**src/rtl/fifo_pkg.sv**
```systemverilog
// fifo_pkg: shared helpers, default threshold margins and read-mode encodings for fifo_param.
package fifo_pkg;
    localparam int AF_MARGIN = 4;
    localparam int AE_MARGIN = 4;
    localparam int MODE_STD  = 0;
    localparam int MODE_FWFT = 1;
    function automatic int clog2(input int v);
        int r;
        r = 0;
        for (int p = 1; p < v; p = p * 2) r++;
        return r;
    endfunction
endpackage

```
**src/rtl/fifo_ram.sv**
```systemverilog
// fifo_ram: DEPTH x DATA_W storage, synchronous write port, asynchronous read port, no reset.
module fifo_ram
    import fifo_pkg::*;
#(
    parameter int DATA_W = 8,
    parameter int DEPTH  = 128,
    parameter int AW     = clog2(DEPTH)
) (
    input  logic              clk,
    input  logic              we_i,
    input  logic [AW-1:0]     waddr_i,
    input  logic [DATA_W-1:0] wdata_i,
    input  logic [AW-1:0]     raddr_i,
    output logic [DATA_W-1:0] rdata_o
);
    logic [DATA_W-1:0] mem_q [DEPTH];
    always_ff @(posedge clk) begin
        if (we_i) mem_q[waddr_i] <= wdata_i;
    end
    assign rdata_o = mem_q[raddr_i];
endmodule

```
**src/rtl/fifo_param.sv**
```systemverilog
// fifo_param: parametrised single-clock FIFO with thresholds, occupancy count,
// overflow/underflow pulses and selectable standard or first-word-fall-through read.
module fifo_param
    import fifo_pkg::*;
#(
    parameter int DATA_W    = 8,
    parameter int DEPTH     = 128,
    parameter int AF_THRESH = DEPTH - AF_MARGIN,
    parameter int AE_THRESH = AE_MARGIN,
    parameter int FWFT      = MODE_STD
) (
    input  logic                     CLK,
    input  logic                     RST,
    input  logic [DATA_W-1:0]        Din,
    input  logic                     WR_EN,
    input  logic                     RD_EN,
    output logic [DATA_W-1:0]        DOut,
    output logic                     Empty,
    output logic                     Full,
    output logic                     AlmostFull,
    output logic                     AlmostEmpty,
    output logic [clog2(DEPTH):0]    Count,
    output logic                     Overflow,
    output logic                     Underflow
);
    localparam int AW = clog2(DEPTH);
    localparam int CW = AW + 1;
    localparam logic [CW-1:0] FULL_C = CW'(DEPTH);
    logic [AW-1:0]     wr_ptr_q, rd_ptr_q;
    logic [CW-1:0]     count_q, count_d;
    logic [DATA_W-1:0] dout_q, rdata;
    logic              ovf_q, unf_q, rd_ok, wr_ok;
    fifo_ram #(.DATA_W(DATA_W), .DEPTH(DEPTH), .AW(AW)) u_ram (
        .clk    (CLK),
        .we_i   (wr_ok),
        .waddr_i(wr_ptr_q),
        .wdata_i(Din),
        .raddr_i(rd_ptr_q),
        .rdata_o(rdata)
    );
    // A full FIFO can still take a write when a read frees a slot on the same edge.
    always_comb begin
        rd_ok   = RD_EN && (count_q != '0);
        wr_ok   = WR_EN && ((count_q != FULL_C) || rd_ok);
        count_d = count_q + CW'(wr_ok) - CW'(rd_ok);
    end
    always_ff @(posedge CLK) begin
        if (RST) begin
            wr_ptr_q <= '0;
            rd_ptr_q <= '0;
            count_q  <= '0;
            dout_q   <= '0;
            ovf_q    <= 1'b0;
            unf_q    <= 1'b0;
        end else begin
            if (wr_ok) wr_ptr_q <= wr_ptr_q + AW'(1);
            if (rd_ok) rd_ptr_q <= rd_ptr_q + AW'(1);
            if (rd_ok) dout_q <= rdata;
            count_q <= count_d;
            ovf_q   <= WR_EN && !wr_ok;
            unf_q   <= RD_EN && !rd_ok;
        end
    end
    assign DOut        = (FWFT == MODE_FWFT) ? ((count_q == '0) ? '0 : rdata) : dout_q;
    assign Empty       = (count_q == '0);
    assign Full        = (count_q == FULL_C);
    assign AlmostFull  = (count_q >= CW'(AF_THRESH));
    assign AlmostEmpty = (count_q <= CW'(AE_THRESH));
    assign Count       = count_q;
    assign Overflow    = ovf_q;
    assign Underflow   = unf_q;
endmodule

```
**config.mk**
```make
export PLATFORM = sky130hd
export DESIGN_NAME = fifo_param
export DESIGN_NICKNAME = d
export VERILOG_FILES = /design/src/rtl/fifo_pkg.sv /design/src/rtl/fifo_ram.sv /design/src/rtl/fifo_param.sv
export SDC_FILE = /design/constraint.sdc
export NUM_CORES = 1
export LEC_CHECK = 0
export CAP_MARGIN = 20
export CORE_MARGIN = 3
export CORE_UTILIZATION = 63
export DETAILED_ROUTE_END_ITERATION = 16
export PLACE_DENSITY = 0.79
export SLEW_MARGIN = 15
export SYNTH_ARGS = -nofsm -noshare
export SYNTH_HDL_FRONTEND = slang
export SYNTH_SLANG_ARGS = --single-unit
```
**constraint.sdc**
```tcl
create_clock -name CLK -period 3.45 [get_ports CLK]
set_input_delay 0.69 -clock CLK [delete_from_list [all_inputs] [get_ports CLK]]
set_output_delay 0.69 -clock CLK [all_outputs]
set_load 0.02 [all_outputs]
```
==> metrics.csv <==
metric,value,unit
ios,34,
yosys-top-cells-area,"edfxtp_1 74%, mux4_2 10%, mux2i_1 3.6%, nor2_1 1.6%, dfxtp_1 1.5%",
fin_nets,2425,
cts_setup_buffers,0,
drt_iter0_markers,3313,
cts_inserted_buffers,100,
reg2reg_slack,0.21,ns
drcViolationCount,0,
reg2reg_to,DOut[2]$_SDFFE_PP0N_,
start_util,64.1,%
syn_to_final_growth,14.7,%
cts-root-buf,clkbuf_16,
holdPathEnd,u_ram.mem_q[91][1]$_DFFE_PP_,
max_slew_margin,27.6,%
die_x,263,um
fin_crit,3.24,ns
synth_top_area_cell,edfxtp_1,
placed_area,44500,sq um
grt_pass1_vias,23100,
rows,93,
worst_pin_slew,1.08,ns
syn_inst,2126,
n_fill_cell,3453,
post-place-ws,0.143,ns
cp.required,4.00,ns
cts.repair.resized,0,
setup_viol,0,
worstSetupStartpointType,flop,
grt_max_degree,79,
critPathMaxFanout,29,
wl,102,mm
clock_latency,0.67,ns
synth_area_per_cell,19.6,sq um
peakVddDrop,0.448,mV
criticalPathCategory,reg2reg,
drv_cap,0,
grt_pass1_wl,152,mm
cts_htree_levels,3,
dp.cells,3148,
cts_hold_buf,0,
synth_nets,2156,
portBuffers,33,
vias,22800,
finalCritPeriodShare,94.0,%
firstDrtPassIters,8,
wl_per_cell,30.6,um
tritoncts,yes,
clock-sinks,1056,
design_power_total,29.9,mW
synthDistinctLibCells,59,
core-area,64900,sq um
ys_warn_count,0,
fin_ws,0.209,ns
antenna_found_initial,1,
async_reset_ff_share,0,%
fin_hold_ws,0.574,ns
powerDensity,627,nW/um^2
ctsLongestPathBuffers,3,
fmax,0.309,GHz
arrival,3.79,ns
synth_top_cell_area_share,73.8,%
status,completed,
fin_area,47800,sq um
final-max-slew-violation-count,0,
rsz0062_at_grt,false,
ys_seq_area_share,75.4,%
synthFlopType,edfxtp_1,
place_hpwl,60.5,mm
worstSetupEndpointType,flop,
postRouteAntennaNets,0,
final_core_util,73.6,%
hold_viol,0,
hold_depth,1,
r2r-start,rd_ptr_q[0]$_SDFFE_PP0N_,
worst_r2r_path_depth,7,
fp.dieH,263,um
vias_per_cell,6.83,
drive_gt1_share,24.5,%
grt_usage,29.9,%
clk_pin_slew,0.06,ns
die-area,69200,sq um
syn_area,41700,sq um
leakagePower,15.3,nW
grt-ovfl-total,0,
n_antenna_cell,0,
hp-class,in2reg,
finalNonFillerCells,3333,
clock_skew,0.0291,ns
synth_edf_count,1024,
setup-tns-final,0,ns
place.gp.congestion,0.946,
hold_path_startpoint,Din[1],
synth_seq_cells,1056,
==> critical path: stages, from the launching register on <==
cell and delay (ns):
dfxtp_4 0.78, buf_12 0.29, mux4_2 0.52, a2111oi_0 0.78, buf_4 0.25, a2111oi_0 0.06, buf_4 0.18, o2111a_1 0.25
==> final cells by class <==
| class | count | area, sq um | share of cell area [%] |
|---|---|---|---|
| inverters | 13 | 48.8 | 0.102 |
| multi-input cells | 942 | 9480 | 19.8 |
| clock inverters | 67 | 714 | 1.50 |
| repair buffers | 282 | 2450 | 5.14 |
| flip-flops and latches | 1056 | 31400 | 65.8 |
| clock buffers | 118 | 2590 | 5.43 |
| well taps | 855 | 1070 | 2.24 |
==> sequential cells by signal, indices dropped and copies added, names as in the netlist <==
register / cells
Count: 8
DOut: 8
Overflow: 1
Underflow: 1
rd_ptr_q: 7
u_ram.mem_q: 1024
wr_ptr_q: 7
==> placed cells by master (no fill, tap or decap), types with 6 or more instances in the layout <==
| cell | n |
|---|---|
| a211o_1 | 6 |
| clkbuf_16 | 101 |
| a21oi_1 | 28 |
| buf_4 | 235 |
| mux2_2 | 7 |
| clkinv_2 | 16 |
| bufinv_16 | 14 |
| mux4_1 | 17 |
| nor2b_1 | 10 |
| xnor2_1 | 9 |
| xor2_1 | 6 |
| ha_1 | 17 |
| a22o_1 | 10 |
| nand2_1 | 93 |
| o21ai_0 | 34 |
| buf_12 | 22 |
| clkbuf_1 | 17 |
| inv_1 | 11 |
| a2111oi_2 | 6 |
| clkdlybuf4s50_1 | 25 |
| and3_1 | 6 |
| nand3b_1 | 6 |
| o22ai_1 | 61 |
| inv_6 | 6 |
| mux4_2 | 187 |
| a211oi_1 | 15 |
| a2111oi_0 | 11 |
| nand3_1 | 27 |
| nor2_1 | 175 |
| mux2i_1 | 150 |
| edfxtp_1 | 1024 |
| clkinv_1 | 24 |
| nand4_1 | 8 |
| dfxtp_1 | 29 |
==> per-layer routing <==
metal,up-vias,GRT usage [%],wire length (um)
li1,9209,-,-
met1,11600,41.8,36900
met2,1607,46.5,49000
met3,310,6.65,11300
met4,2,12.7,4760
met5,-,0,13
==> where the power goes <==
group | switching, mW | leakage [nW] | internal (mW) | total (mW)
Sequential | 0.197 | 9.47 | 14.2 | 14.4
Clock | 4.68 | 1.61 | 6.43 | 11.1
Combinational | 2.36 | 4.19 | 2.11 | 4.47
==> cell families after synthesis <==
kind of cell | count (synthesis) | share of synthesized area (%)
xor gates and xnor gates | 15 | 0.315
muxes | 361 | 15.0
AOI/OAI and AO/OA | 202 | 3.33
adders and majority gates | 18 | 0.559
buffers and inverters | 128 | 1.89
and+or+nand+nor | 346 | 3.56
DFF | 1056 | 75.4
==> Yosys cell counts, types with 17 or more instances <==
master,number
a21oi_1,28
buf_2,39
buf_4,19
buf_6,20
clkbuf_1,29
dfxtp_1,32
edfxtp_1,1024
ha_1,17
mux2i_1,150
mux4_1,17
mux4_2,187
nand2_1,93
nand3_1,27
nor2_1,175
o21ai_0,34
o22ai_1,61
==> worst max-delay path by stage <==
stage / start / endpoint / slack, ns / cells after the start
after floorplan: Count[6]$_SDFF_PP0_ / Count[7]$_SDFF_PP0_ / 0.47 / 13
after global placement: RD_EN / u_ram.mem_q[66][7]$_DFFE_PP_ / 0.27 / 8
after detailed placement: RD_EN / u_ram.mem_q[106][4]$_DFFE_PP_ / 0.14 / 8
after CTS: Count[7]$_SDFF_PP0_ / Empty / 0.20 / 5
after global routing: Count[7]$_SDFF_PP0_ / Count[7]$_SDFF_PP0_ / 0.02 / 13
final: rd_ptr_q[0]$_SDFFE_PP0N_ / DOut[2]$_SDFFE_PP0N_ / 0.21 / 7
No activity file was read; power rests on OpenSTA's default activity.
